`src/rtl/correlation_stim_seq_if.sv`:
```
// Handshake/stimulus bundle between the correlation sequencer and its consumer (bench or capture).
interface correlation_stim_seq_if #(
  parameter int unsigned W = 5
);
  logic           start;
  logic           rdy;
  logic [W-1:0]   vec;
  logic           phase;
  logic           sim_begin;
  logic [2*W-1:0] sim_idx;
  logic           busy;
  logic           done;

  modport master (
    output start, rdy,
    input  vec, phase, sim_begin, sim_idx, busy, done
  );

  modport slave (
    input  start, rdy,
    output vec, phase, sim_begin, sim_idx, busy, done
  );
endinterface

```
`src/rtl/correlation_stim_seq.sv`:
```
// Walks all ordered pairs of W-bit vectors {a,b,r1,r2,q}, "from" then "to", flagging each transition.
// Optional CORR_MASK_LFSR_EN refreshes r1/r2 from a 16-bit LFSR on every phase entry.
module correlation_stim_seq #(
  parameter int unsigned W         = 5,
  parameter int unsigned HOLD      = 5,
  parameter logic [15:0] LFSR_SEED = 16'hACE1
) (
  input logic                   clk,
  input logic                   rst,
  correlation_stim_seq_if.slave stim_io
);

  typedef enum logic [2:0] {StIdle, StInit, StTrans, StWait, StDone} state_e;

  localparam logic [7:0]   HoldLast = 8'(HOLD - 1);
  localparam logic [W-1:0] VecOne   = {{(W-1){1'b0}}, 1'b1};

  state_e       state_q;
  logic [W-1:0] i_q, j_q;
  logic [7:0]   h_q;
  logic [W-1:0] vec_q;
  logic         phase_q;
  logic         sim_begin_q;

  logic [W-1:0] i_nxt, j_nxt;
  logic         last_pair;
  logic         hold_end;

  always_comb begin
    j_nxt     = j_q + VecOne;
    i_nxt     = (&j_q) ? i_q + VecOne : i_q;
    last_pair = (&i_q) & (&j_q);
    hold_end  = (h_q == HoldLast);
  end

`ifdef CORR_MASK_LFSR_EN
  localparam logic [15:0] SeedEff = (LFSR_SEED == 16'h0000) ? 16'h0001 : LFSR_SEED;

  logic [15:0] lfsr_q;
  logic [15:0] lfsr_nxt;
  logic        phase_entry;

  // x^16 + x^14 + x^13 + x^11 + 1, shifting towards the MSB
  assign lfsr_nxt = {lfsr_q[14:0], lfsr_q[15] ^ lfsr_q[13] ^ lfsr_q[12] ^ lfsr_q[10]};

  // Mirrors the FSM's INIT/TRANS entry conditions
  always_comb begin
    phase_entry = 1'b0;
    unique case (state_q)
      StIdle, StDone: phase_entry = stim_io.start;
      StInit:         phase_entry = hold_end;
      StTrans:        phase_entry = hold_end & ~last_pair & stim_io.rdy;
      StWait:         phase_entry = stim_io.rdy;
      default:        phase_entry = 1'b0;
    endcase
  end

  always_ff @(posedge clk or posedge rst) begin
    if (rst) begin
      lfsr_q <= SeedEff;
    end else if (phase_entry) begin
      lfsr_q <= lfsr_nxt;
    end
  end

  // r1/r2 sit at bits [2:1]; requires W >= 3
  function automatic logic [W-1:0] mask_vec(input logic [W-1:0] v);
    mask_vec      = v;
    mask_vec[2:1] = lfsr_nxt[1:0];
  endfunction
`else
  logic unused_seed;
  assign unused_seed = ^LFSR_SEED;

  function automatic logic [W-1:0] mask_vec(input logic [W-1:0] v);
    mask_vec = v;
  endfunction
`endif

  always_ff @(posedge clk or posedge rst) begin
    if (rst) begin
      state_q     <= StIdle;
      i_q         <= '0;
      j_q         <= '0;
      h_q         <= '0;
      vec_q       <= '0;
      phase_q     <= 1'b0;
      sim_begin_q <= 1'b0;
    end else begin
      sim_begin_q <= 1'b0;
      unique case (state_q)
        StIdle, StDone: begin
          if (stim_io.start) begin
            i_q     <= '0;
            j_q     <= '0;
            h_q     <= '0;
            vec_q   <= mask_vec('0);
            phase_q <= 1'b0;
            state_q <= StInit;
          end
        end
        StInit: begin
          if (hold_end) begin
            h_q         <= '0;
            vec_q       <= mask_vec(j_q);
            phase_q     <= 1'b1;
            sim_begin_q <= 1'b1;
            state_q     <= StTrans;
          end else begin
            h_q <= h_q + 8'd1;
          end
        end
        StTrans: begin
          if (hold_end) begin
            h_q <= '0;
            if (last_pair) begin
              // Counters stay at the final pair so sim_idx reads all-ones in DONE
              vec_q   <= '0;
              phase_q <= 1'b0;
              state_q <= StDone;
            end else if (stim_io.rdy) begin
              i_q     <= i_nxt;
              j_q     <= j_nxt;
              vec_q   <= mask_vec(i_nxt);
              phase_q <= 1'b0;
              state_q <= StInit;
            end else begin
              state_q <= StWait;
            end
          end else begin
            h_q <= h_q + 8'd1;
          end
        end
        StWait: begin
          if (stim_io.rdy) begin
            i_q     <= i_nxt;
            j_q     <= j_nxt;
            vec_q   <= mask_vec(i_nxt);
            phase_q <= 1'b0;
            state_q <= StInit;
          end
        end
        default: state_q <= StIdle;
      endcase
    end
  end

  assign stim_io.vec       = vec_q;
  assign stim_io.phase     = phase_q;
  assign stim_io.sim_begin = sim_begin_q;
  assign stim_io.sim_idx   = {i_q, j_q};
  assign stim_io.busy      = (state_q == StInit) || (state_q == StTrans) || (state_q == StWait);
  assign stim_io.done      = (state_q == StDone);

endmodule

```
`src/flat_wrapper.sv`:
```
// flat-port wrapper written by rule: the top's interface ports become plain ports
module correlation_stim_seq_flat 
#(
  parameter int unsigned W         = 5,
  parameter int unsigned HOLD      = 5,
  parameter logic [15:0] LFSR_SEED = 16'hACE1
)
  (clk, rst, stim_io_start, stim_io_rdy, stim_io_vec, stim_io_phase, stim_io_sim_begin, stim_io_sim_idx, stim_io_busy, stim_io_done);
  correlation_stim_seq_if #(.W(W)) stim_io_i ();
  input logic clk;
  input logic rst;
  input wire logic [$bits(stim_io_i.start)-1:0] stim_io_start;
  input wire logic [$bits(stim_io_i.rdy)-1:0] stim_io_rdy;
  output wire logic [$bits(stim_io_i.vec)-1:0] stim_io_vec;
  output wire logic [$bits(stim_io_i.phase)-1:0] stim_io_phase;
  output wire logic [$bits(stim_io_i.sim_begin)-1:0] stim_io_sim_begin;
  output wire logic [$bits(stim_io_i.sim_idx)-1:0] stim_io_sim_idx;
  output wire logic [$bits(stim_io_i.busy)-1:0] stim_io_busy;
  output wire logic [$bits(stim_io_i.done)-1:0] stim_io_done;
  assign stim_io_i.start = stim_io_start;
  assign stim_io_i.rdy = stim_io_rdy;
  assign stim_io_vec = stim_io_i.vec;
  assign stim_io_phase = stim_io_i.phase;
  assign stim_io_sim_begin = stim_io_i.sim_begin;
  assign stim_io_sim_idx = stim_io_i.sim_idx;
  assign stim_io_busy = stim_io_i.busy;
  assign stim_io_done = stim_io_i.done;
  correlation_stim_seq #(.W(W), .HOLD(HOLD), .LFSR_SEED(LFSR_SEED)) u_core (.clk(clk), .rst(rst), .stim_io(stim_io_i));
endmodule
```
`config.mk`:
```
export PLATFORM = sky130hd
export DESIGN_NAME = correlation_stim_seq_flat
export DESIGN_NICKNAME = d
export VERILOG_FILES = /design/src/rtl/correlation_stim_seq_if.sv /design/src/rtl/correlation_stim_seq.sv /design/src/flat_wrapper.sv
export SDC_FILE = /design/constraint.sdc
export NUM_CORES = 1
export LEC_CHECK = 0
export CORE_ASPECT_RATIO = 1.1
export CORE_MARGIN = 1.5
export CORE_UTILIZATION = 40
export DETAILED_ROUTE_END_ITERATION = 6
export GPL_TIMING_DRIVEN = 0
export PLACE_DENSITY = 0.61
export SETUP_SLACK_MARGIN = 0.2
export SLEW_MARGIN = 20
export SYNTH_ARGS = -nofsm -noshare
export SYNTH_HDL_FRONTEND = slang
export SYNTH_SLANG_ARGS = --single-unit
```
`constraint.sdc`:
```
create_clock -name clk -period 4.6 [get_ports clk]
set_clock_uncertainty 0.2 [all_clocks]
set_input_delay 0.69 -clock clk [delete_from_list [all_inputs] [get_ports clk]]
set_output_delay 0.69 -clock clk [all_outputs]
set_load 0.005 [all_outputs]
```
==> results.py, run 1 <==
metrics = {
    "sta": {
        "finalSetupViolCount": 0,
        "final_period_minus_worst_setup_slack_ns": 2.56,
        "max_slew_margin_pct": 46.3,
        "fmax_mhz": 390,
        "timing.setup.tns_ns": 0,
        "hold_viol": 0,
        "worst-slew-pin-transition_ns": 0.801,
        "grt_setup_unrepaired": "no",
        "setup_ws_ns": 2.04,
        "final_cycle_utilization_of_the_critical_path_pct": 55.7,
        "final_report_max_slew_violation_count": 0,
    },
    "final_layout": {
        "num_antenna_cells": 0,
        "layout.cells.most_common": "sky130_fd_sc_hd__dfrtp_1",
        "fin_area_um2": 2030,
        "layout-drive-gt1-share_pct": 13.0,
        "syn_to_final_growth_pct": 21.3,
        "nFillCells": 381,
        "layout.cells.most_common_list": "sky130_fd_sc_hd__dfrtp_1, sky130_fd_sc_hd__clkdlybuf4s50_1, sky130_fd_sc_hd__o21ai_0",
        "final_net_count": 203,
    },
    "worst_setup_path": {
        "worstSetupEndpointType": "register",
        "crit_path_cell_trace": "clkdlybuf4s50_1, nor3b_1, a31oi_1, nor4_1, a221o_1",
        "critical_path_required_ns": 4.63,
        "timing_worst_setup_path_type": "input port to register",
        "start_kind": "input port",
        "regToRegSetupSlack_ns": 2.04,
        "critical_path_peak_fanout": 8,
        "worst-endpoint-arrival_ns": 2.59,
        "timing.critical_path.slowest_stage_cell": "sky130_fd_sc_hd__nor4_1",
        "critical_path.max_stage_delay_ns": 0.53,
    },
    "die": {
        "io_count": 23,
        "die_w_um": 64.6,
        "fp.dieH_um": 70.8,
        "die_area_um2": 4570,
        "floorplan.rows": 24,
        "core_region_area_um2": 3990,
        "starting_density_of_the_core_pct": 41.8,
    },
    "placed_design": {
        "dpl.hpwl_mm": 2.78,
        "postPlaceCellArea_um2": 1960,
        "weighted_congestion_reported_at_the_end_of_routability_driven_placement": 0.787,
        "pre_cts_slack_ns": 1.75,
        "portBuffers": 22,
    },
    "drt": {
        "detail_route.wirelength_mm": 3.75,
        "firstDrtPassIters": 4,
        "detail_route.drc_violations": 0,
        "first_iter_violations": 54,
        "detail_route.vias_per_cell": 5.62,
        "vias": 1371,
        "ant_nets": 0,
        "post_drt_wl_per_cell_um": 15.4,
    },
    "synth": {
        "yosysWarningCount": 0,
        "ys.flop_type": "sky130_fd_sc_hd__dfrtp_1",
        "synth_seq_area_share_pct": 41.9,
        "synth.lib_cells_used.distinct": 54,
        "syn-mean-instance-area_um2": 10.1,
        "ys_async_rst_share_pct": 100,
        "syn_nets": 176,
        "netlist.area_leader.share_pct": 41.9,
        "synth_instances": 166,
        "synth_area_leaders": "sky130_fd_sc_hd__dfrtp_1, sky130_fd_sc_hd__ha_1, sky130_fd_sc_hd__o21ai_0",
        "syn-cell-area_um2": 1670,
        "synth_enable_flop_cells": 0,
        "synth_seq_cells": 28,
        "synth_area_leader_cell": "sky130_fd_sc_hd__dfrtp_1",
    },
    "cts": {
        "postCtsSetupRepairBufs": 0,
        "htreeDepth": 1,
        "tritoncts.num_buffers": 3,
        "cts_hold_buf": 0,
        "clock_tree.root_cell": "sky130_fd_sc_hd__clkbuf_8",
        "clk_latency_ns": 0.28,
        "cts.sinks": 28,
        "tritoncts_clock_tree": "yes",
        "cts_max_path_buffers": 2,
        "cts_resizes": 0,
        "path_clk_slew_ns": 0.10,
    },
    "job": {
        "max-cap-violations": 0,
    },
    "grt": {
        "grt_overflow_total": 0,
        "maximum_number_of_pins_on_one_net_before_global_route_repair": 29,
        "global_route.usage.total_pct": 18.2,
        "grt_antenna_before_repair": 0,
        "wire_length_of_the_first_global_routing_pass_mm": 6.45,
        "first_global_vias": 1346,
    },
    "pwr": {
        "power.density_nw_per_um2": 508,
        "static-leakage-power_nw": 0.868,
        "worst_ir_drop_vdd_mv": 0.185,
    },
    "worst_hold_path": {
        "worstHoldPathType": "register to register",
    },
    "run_status": {
        "status": "complete, no violations",
    },
}
[per-layer routing]
metal	wire length, um	track usage, %	vias up
li1	-	-	669
met2	1880	30.7	21
met4	104	8.04	0
met3	80	2.07	9
met1	1690	23.5	672
met5	0	0	-
[stage by stage]
step	instances	hold slack [ns]	power (mW)	utilization, %
after floorplan	166	0.274	0.697	-
after global placement	240	0.262	0.822	49.0
after detailed placement	240	0.274	0.836	49.0
after CTS	244	0.298	1.04	50.8
after global routing	244	0.317	1.10	50.8
final	244	0.286	1.03	50.8
[critical path: cells and delay by family]
| kind | cells | cell delay (ns) |
|---|---|---|
| AO/OA/AOI/OAI | 2 | 0.43 |
| AND/OR/NAND/NOR | 2 | 0.98 |
| buffers and inverters | 1 | 0.48 |
[final timing paths]
path,cells after the start,to,startpoint
worst max register to register,7,u_core.stim_io.vec[2],u_core.j_q[0]
worst min-delay path,1,u_core.stim_io.phase,u_core.stim_io.phase
min in group asynchronous,2,u_core.h_q[5],rst
max in group asynchronous,2,u_core.j_q[4],rst
worst max-delay path,5,u_core.stim_io.vec[2],stim_io_start
worst min register to register,1,u_core.stim_io.phase,u_core.stim_io.phase
[logic make-up after synthesis]
logic type               count (synthesis)  share of synthesized area [%]
buffers and inverters                   15                           5.69
AO/OA/AOI/OAI                           53                           22.5
flip-flops                              28                           41.9
adder cells (fa/ha/maj)                  6                           4.49
multiplexers                             4                           2.47
AND/OR/NAND/NOR                         55                           20.3
XOR/XNOR                                 5                           2.62
[cell usage after synthesis (4+ instances only)]
cell type                 number
sky130_fd_sc_hd__a21oi_1       7
sky130_fd_sc_hd__o21ai_0      13
sky130_fd_sc_hd__dfrtp_1      28
sky130_fd_sc_hd__and3_1        4
sky130_fd_sc_hd__nor2_1        6
sky130_fd_sc_hd__ha_1          6
sky130_fd_sc_hd__inv_1         8
sky130_fd_sc_hd__nand3_1       6
sky130_fd_sc_hd__nand2_1      11
sky130_fd_sc_hd__nor3_1        5
[where the power goes]
group,switching [mW],internal [mW],total [mW]
sequential,0.0512,0.288,0.340
combinational,0.256,0.234,0.490
clock,0.0831,0.117,0.200
total,0.390,0.639,1.03
[registers in the layout, summed over array words and instances, names as in the netlist]
signal                    cells
u_core.h_q                    8
u_core.j_q                    5
u_core.stim_io.sim_begin      1
u_core.stim_io.vec            5
u_core.i_q                    5
u_core.state_q                3
u_core.stim_io.phase          1
[layout make-up]
cell class,count,area [um2],area share (%)
plain buffers,7,65.1,3.21
multi-input cells,123,875,43.1
inverters,8,30.0,1.48
clock buffers,3,41.3,2.04
clock inverters,1,30.0,1.48
well taps,52,65.1,3.21
flip-flops and latches,28,701,34.6
repair buffers,22,220,10.9
No activity file was read; power rests on OpenSTA's default activity.
==> run 2, diff against run 1 <==
--- a/config.mk
+++ b/config.mk
@@ -10,7 +10,7 @@
 export CORE_UTILIZATION = 40
 export DETAILED_ROUTE_END_ITERATION = 6
 export GPL_TIMING_DRIVEN = 0
-export PLACE_DENSITY = 0.61
+export PLACE_DENSITY = 0.64
 export SETUP_SLACK_MARGIN = 0.2
 export SLEW_MARGIN = 20
 export SYNTH_ARGS = -nofsm -noshare
==> constraint.sdc (replaced) <==
create_clock -name clk -period 2.2 [get_ports clk]
set_clock_uncertainty 0.2 [all_clocks]
set_input_delay 0.33 -clock clk [delete_from_list [all_inputs] [get_ports clk]]
set_output_delay 0.33 -clock clk [all_outputs]
set_load 0.005 [all_outputs]
==> run 2 against run 1 <==
Combinational power rose to 3.2 times the previous value; non-clock buffer count up 25; die area unchanged; via count up 10%; power rose to 2.6 times the previous value; register-to-register slack worse by 2.0 ns; cell count up 10%; critical path depth up 2; critical path type is now register to register.
==> results.py, run 2 (synthesized netlist as in run 1, its figures left out) <==
metrics = {
    "drt": {
        "detail_route.drc_violations": 0,
        "detail_route.wirelength_mm": 4.55,
        "first_iter_violations": 51,
        "ant_nets": 0,
        "post_drt_wl_per_cell_um": 16.9,
        "vias": 1514,
        "firstDrtPassIters": 4,
        "detail_route.vias_per_cell": 5.63,
    },
    "die": {
        "floorplan.rows": 24,
        "die_w_um": 64.6,
        "fp.dieH_um": 70.8,
        "starting_density_of_the_core_pct": 41.8,
        "die_area_um2": 4570,
        "io_count": 23,
        "core_region_area_um2": 3990,
    },
    "grt": {
        "grt_overflow_total": 0,
        "global_routing_usage_on_met2_pct": 38.3,
        "grt_antenna_before_repair": 0,
        "grt.busiest_layer": "met2",
        "global_route.usage.total_pct": 20.2,
        "wire_length_of_the_first_global_routing_pass_mm": 7.38,
        "first_global_vias": 1573,
        "global_route.usage.met1_pct": 23.6,
        "grt_util_met3_pct": 3.34,
        "maximum_number_of_pins_on_one_net_before_global_route_repair": 29,
    },
    "cts": {
        "tritoncts_clock_tree": "yes",
        "path_clk_slew_ns": 0.11,
        "clock_tree.root_cell": "sky130_fd_sc_hd__clkbuf_8",
        "tritoncts.num_buffers": 3,
        "cts_max_path_buffers": 2,
        "clk_latency_ns": 0.29,
        "htreeDepth": 1,
        "cts.sinks": 28,
        "cts_hold_buf": 0,
    },
    "worst_setup_path": {
        "worst-endpoint-arrival_ns": 2.12,
        "critical_path.n_buffers_inverters": 0,
        "critical_path_peak_fanout": 7,
        "critical_path_required_ns": 2.19,
        "path_delay_family": "simple AND/OR/NAND/NOR gates",
        "worstSetupEndpointType": "register",
        "start_kind": "register",
        "critical_path.max_stage_delay_ns": 0.40,
        "timing.critical_path.slowest_stage_cell": "sky130_fd_sc_hd__dfrtp_1",
        "timing_worst_setup_path_type": "register to register",
        "crit_path_cell_trace": "ha_2, and3_4, ha_4, nand3b_1, a31oi_4, or2_4, a21o_1",
    },
    "sta": {
        "max_slew_margin_pct": 59.3,
        "final_period_minus_worst_setup_slack_ns": 2.13,
        "finalSetupViolCount": 0,
        "grt_setup_unrepaired": "yes",
        "hold_viol": 0,
        "worst-slew-pin-transition_ns": 0.609,
        "fmax_mhz": 470,
        "final_cycle_utilization_of_the_critical_path_pct": 96.7,
        "timing.hold.ws_ns": 0.220,
        "final_report_max_slew_violation_count": 0,
    },
    "run_status": {
        "status": "complete, no violations",
    },
    "pwr": {
        "static-leakage-power_nw": 1.02,
        "power.density_nw_per_um2": 1120,
        "worst_ir_drop_vdd_mv": 0.542,
    },
    "final_layout": {
        "multi_input_gate_area_um2": 1030,
        "layout.cells.most_common_list": "sky130_fd_sc_hd__dfrtp_1, sky130_fd_sc_hd__buf_4, sky130_fd_sc_hd__clkdlybuf4s50_1",
        "finalCoreUtilization_pct": 59.8,
        "layout.cells.most_common": "sky130_fd_sc_hd__dfrtp_1",
        "final_net_count": 228,
        "finalNonFillerCells": 269,
        "reg_with_most_ffs": "u_core.h_q",
        "total_area_of_sequential_cells_um2": 701,
        "num_antenna_cells": 0,
        "layout-drive-gt1-share_pct": 35.0,
        "max_ffs_per_register": 8,
        "nFillCells": 342,
        "syn_to_final_growth_pct": 43.0,
    },
    "placed_design": {
        "dp_cells": 240,
        "weighted_congestion_reported_at_the_end_of_routability_driven_placement": 0.833,
        "dpl.hpwl_mm": 2.94,
        "portBuffers": 22,
    },
    "worst_hold_path": {
        "worstHoldPathType": "input port to async pin",
    },
    "job": {
        "max-cap-violations": 0,
    },
}
[run 2: changes by cell type in the layout (fill, tap and decap cells not counted), sizes merged]
cell / change
clkdlybuf4s50: -1
clkbuf: +1
buf: +24
dlygate4sd2: +1
[run 2: per-layer routing]
metal | vias to the layer above | routed length [um]
met1 | 765 | 1900
met3 | 7 | 142
met4 | 0 | 83
li1 | 714 | -
met2 | 28 | 2420
met5 | - | 0
[run 2: cell type report]
type                            instances  share of cell area, %
Buffer                                  7                   3.04
Inverter                                8                   1.26
Clock inverter                          1                   1.26
Multi-Input combinational cell        123                   43.3
Sequential cell                        28                   29.3
Tap cell                               52                   2.72
Clock buffer                            3                   1.73
Timing Repair Buffer                   47                   17.3
[run 2: power breakdown]
part           total [mW]  internal, mW  switching [mW]
clock network       0.424         0.244           0.180
registers           0.686         0.603          0.0827
logic                1.57         0.820           0.749
total                2.68          1.67            1.01
[run 2: through the flow]
step / setup slack [ns] / TNS (ns) / total power, mW / area, um2
after floorplan: 0.154 / 0 / 1.46 / 1680
after global placement: -0.235 / -1.77 / 1.72 / 1970
after detailed placement: -0.257 / -2.32 / 1.76 / 1970
after CTS: 0.0780 / 0 / 2.43 / 2250
after global routing: -0.0213 / -0.0499 / 2.83 / 2390
final: 0.0734 / 0 / 2.68 / 2390
[run 2: path summary, 6_finish.rpt]
kind / startpoint / endpoint / slack [ns] / depth (start not counted)
max: u_core.j_q[0] / u_core.i_q[2] / 0.07 / 7
min: rst / u_core.h_q[0] / 0.22 / 2
max reg2reg: u_core.j_q[0] / u_core.i_q[2] / 0.07 / 7
min reg2reg: u_core.stim_io.phase / u_core.stim_io.phase / 0.31 / 1
max in group asynchronous: rst / u_core.i_q[0] / 1.18 / 2
min in group clk: u_core.stim_io.phase / u_core.stim_io.phase / 0.31 / 1
[run 2: worst register-to-register path, cell delays in order, from the launching register on]
cell	delay (ns)
sky130_fd_sc_hd__dfrtp_1	0.40
sky130_fd_sc_hd__ha_2	0.19
sky130_fd_sc_hd__and3_4	0.18
sky130_fd_sc_hd__ha_4	0.16
sky130_fd_sc_hd__nand3b_1	0.22
sky130_fd_sc_hd__a31oi_4	0.21
sky130_fd_sc_hd__or2_4	0.31
sky130_fd_sc_hd__a21o_1	0.16
[run 2: repair_timing]
| action | CTS | global route |
|---|---|---|
| pin swaps | 14 | 6 |
| resized for setup | 23 | 14 |
| cloned | 1 | 0 |
| setup endpoints to repair | 28 | 28 |
| setup buffers | 13 | 11 |
==> run 3, diff against run 2 <==
--- a/config.mk
+++ b/config.mk
@@ -5,12 +5,13 @@
 export SDC_FILE = /design/constraint.sdc
 export NUM_CORES = 1
 export LEC_CHECK = 0
+export ABC_AREA = 1
 export CORE_ASPECT_RATIO = 1.1
 export CORE_MARGIN = 1.5
 export CORE_UTILIZATION = 40
 export DETAILED_ROUTE_END_ITERATION = 6
 export GPL_TIMING_DRIVEN = 0
-export PLACE_DENSITY = 0.64
+export PLACE_DENSITY = 0.63
 export SETUP_SLACK_MARGIN = 0.2
 export SLEW_MARGIN = 20
 export SYNTH_ARGS = -nofsm -noshare
==> run 3 against run 2 <==
Non-clock buffer count shrank 16; clock power shrank 32%; critical path depth increased by 5; cell count rose by 30%; die area up 6.3%.
==> results.py, run 3 <==
metrics = {
    "cts": {
        "tritoncts.num_buffers": 3,
        "path_clk_slew_ns": 0.10,
        "cts_max_path_buffers": 2,
        "cts_hold_buf": 0,
        "clk_latency_ns": 0.28,
        "cts.sinks": 28,
        "clock_tree.root_cell": "sky130_fd_sc_hd__clkbuf_8",
        "tritoncts_clock_tree": "yes",
        "htreeDepth": 1,
    },
    "grt": {
        "grt_antenna_before_repair": 0,
        "grt_util_met3_pct": 2.78,
        "global_route.usage.met1_pct": 29.8,
        "grt.busiest_layer": "met2",
        "maximum_number_of_pins_on_one_net_before_global_route_repair": 29,
        "wire_length_of_the_first_global_routing_pass_mm": 7.41,
        "global_route.usage.total_pct": 20.0,
        "grt_overflow_total": 0,
        "global_routing_usage_on_met2_pct": 30.6,
        "first_global_vias": 1516,
    },
    "worst_setup_path": {
        "critPathMostFrequentCell": "sky130_fd_sc_hd__nand2_2",
        "worst-endpoint-arrival_ns": 2.02,
        "critical_path.max_stage_delay_ns": 0.40,
        "start_kind": "register",
        "critical_path_required_ns": 2.18,
        "timing_worst_setup_path_type": "register to register",
        "timing.critical_path.slowest_stage_cell": "sky130_fd_sc_hd__dfrtp_1",
        "crit_path_cell_trace": "ha_2, nand2_2, nor2_1, ha_2, buf_6, nand2_4, nand3b_1, nand3_4, inv_6, nand2_8, nand2_2, nand2_2",
        "startpoint": "u_core.j_q[0]",
        "critical_path_peak_fanout": 6,
        "worstSetupEndpointType": "register",
        "timing.rr.start": "u_core.j_q[0]",
    },
    "synth": {
        "synth_seq_area_share_pct": 39.4,
        "yosysWarningCount": 0,
        "simple_gate_area_share_of_the_yosys_netlist_pct": 41.8,
        "ys.flop_type": "sky130_fd_sc_hd__dfrtp_1",
        "synth_instances": 255,
        "synth_area_leader_cell": "sky130_fd_sc_hd__dfrtp_1",
        "yosys.area_share.adder_pct": 4.22,
        "synth.top_cells.by_count": "sky130_fd_sc_hd__nand2_1, sky130_fd_sc_hd__dfrtp_1, sky130_fd_sc_hd__inv_1",
        "synth.lib_cells_used.distinct": 27,
        "ys_async_rst_share_pct": 100,
        "synth_area_leaders": "sky130_fd_sc_hd__dfrtp_1, sky130_fd_sc_hd__nand2_1, sky130_fd_sc_hd__inv_1",
        "syn_nets": 265,
        "synthXorXnorAreaFrac_pct": 1.48,
        "compound_gate_portion_of_the_synthesized_area_pct": 5.69,
        "syn-cell-area_um2": 1780,
        "synth_seq_cells": 28,
        "netlist.area_leader.share_pct": 39.4,
        "syn-mean-instance-area_um2": 6.98,
        "synth.most_common_cell": "sky130_fd_sc_hd__nand2_1",
        "synth_enable_flop_cells": 0,
        "synth_top_family_by_area": "simple AND/OR/NAND/NOR gates",
        "post_synth_mux_area_share_pct": 0,
    },
    "run_status": {
        "status": "complete, no violations",
    },
    "die": {
        "starting_density_of_the_core_pct": 41.5,
        "floorplan.rows": 25,
        "core_region_area_um2": 4290,
        "fp.dieH_um": 73.0,
        "die_area_um2": 4860,
        "die_w_um": 66.6,
        "io_count": 23,
    },
    "final_layout": {
        "layout.cells.most_common": "sky130_fd_sc_hd__nand2_1",
        "layout-drive-gt1-share_pct": 22.0,
        "max_ffs_per_register": 8,
        "finalNonFillerCells": 349,
        "syn_to_final_growth_pct": 31.1,
        "final_net_count": 307,
        "reg_with_most_ffs": "u_core.h_q",
        "num_antenna_cells": 0,
        "layout.cells.most_common_list": "sky130_fd_sc_hd__nand2_1, sky130_fd_sc_hd__dfrtp_1, sky130_fd_sc_hd__inv_1",
    },
    "pwr": {
        "share_seq_of_total_power_pct": 30.4,
        "internal-power_mw": 1.38,
        "pwr-share-clk_pct": 10.9,
        "p_sw_share_pct": 48.0,
        "power.density_nw_per_um2": 1140,
        "static-leakage-power_nw": 1.16,
        "switchingPower_mw": 1.27,
        "worst_ir_drop_vdd_mv": 0.542,
        "pwr-share-comb_pct": 58.6,
    },
    "placed_design": {
        "portBuffers": 22,
        "dp_cells": 331,
        "pre_cts_slack_ns": 0.0295,
        "weighted_congestion_reported_at_the_end_of_routability_driven_placement": 0.804,
        "dpl.hpwl_mm": 2.98,
    },
    "worst_hold_path": {
        "worstHoldPathType": "input port to async pin",
    },
    "drt": {
        "vias": 1726,
        "first_iter_violations": 92,
        "detail_route.vias_per_cell": 4.95,
        "post_drt_wl_per_cell_um": 13.0,
        "detail_route.drc_violations": 0,
        "ant_nets": 0,
        "firstDrtPassIters": 4,
        "detail_route.wirelength_mm": 4.55,
    },
    "sta": {
        "worst-slew-pin-transition_ns": 0.619,
        "hold_viol": 0,
        "fmax_mhz": 490,
        "timing.setup.tns_ns": 0,
        "final_period_minus_worst_setup_slack_ns": 2.04,
        "final_report_max_slew_violation_count": 0,
        "timing.hold.ws_ns": 0.242,
        "setup_ws_ns": 0.158,
        "final_cycle_utilization_of_the_critical_path_pct": 92.8,
        "max_slew_margin_pct": 58.7,
        "grt_setup_unrepaired": "yes",
        "finalSetupViolCount": 0,
    },
    "job": {
        "max-cap-violations": 0,
    },
}
[run 3: cell types whose count changed after synthesis, sizes merged, moves of 4 or more]
| cell | before | now |
|---|---|---|
| a21o | 4 | 0 |
| and3 | 6 | 0 |
| clkbuf | 5 | 1 |
| inv | 8 | 31 |
| nand2 | 11 | 104 |
| nand3 | 6 | 18 |
| nor2 | 6 | 29 |
[run 3: worst max-delay path, delay by kind of cell (launching register included)]
kind | cells | cell delay [ns]
adders and majority gates | 2 | 0.36
buffers and inverters | 2 | 0.26
and+or+nand+nor | 8 | 0.72
DFF | 1 | 0.40
[run 3: repair_timing]
| item | 4_1_cts | 5_1_grt |
|---|---|---|
| buffers inserted | 10 | 3 |
| hold endpoints to repair | 0 | 0 |
| pin swaps | 7 | 7 |
| resized for setup | 21 | 15 |
| gates cloned | 2 | 0 |
| endpoints found under the setup margin | 19 | 16 |
[run 3: through the flow]
step           instance area, um2  utilization, %  power, mW
2_1_floorplan                1780               -       1.65
5_1_grt                      2330            54.5       2.86
6_report                     2330            54.5       2.65
3_5_place_dp                 2070            48.3       2.08
4_1_cts                      2260            52.8       2.58
3_3_place_gp                 2070            48.3       2.06
[run 3: layout make-up]
| class | instances | area, um2 |
|---|---|---|
| Multi-Input combinational cell | 195 | 1060 |
| Fill cell | 403 | 1950 |
| Clock buffer | 3 | 41.3 |
| Sequential cell | 28 | 704 |
| Inverter | 31 | 121 |
| Buffer | 3 | 20.0 |
| Tap cell | 54 | 67.6 |
| Timing Repair Buffer | 35 | 317 |
[run 3: worst paths after layout]
kind	slack [ns]	to	cells after the start
min in group clk	0.32	u_core.stim_io.vec[0]	2
min	0.24	u_core.stim_io.vec[0]	2
max reg2reg	0.16	u_core.j_q[0]	12
min reg2reg	0.32	u_core.stim_io.vec[0]	2
max in group asynchronous	1.12	u_core.state_q[0]	2
max	0.16	u_core.j_q[0]	12
[run 3: power groups by stage]
stage          sequential (mW)  clock (mW)  combinational (mW)
2_1_floorplan            0.797           0               0.855
3_3_place_gp             0.828           0                1.23
3_5_place_dp             0.829           0                1.25
4_1_cts                  0.806       0.294                1.48
5_1_grt                  0.830       0.316                1.72
6_report                 0.807       0.290                1.55
[run 3: cell families after synthesis]
kind of cell	count (synthesis)
AND/OR/NAND/NOR	165
XOR/XNOR	3
buffers and inverters	34
adder cells (fa/ha/maj)	6
AO/OA/AOI/OAI	19
flip-flops	28
[run 3: metal layers]
layer	wire length (um)	part of all wire (%)
met1	2310	51
met2	2060	45
met3	136	3.0
met4	40	0.88
met5	0	0
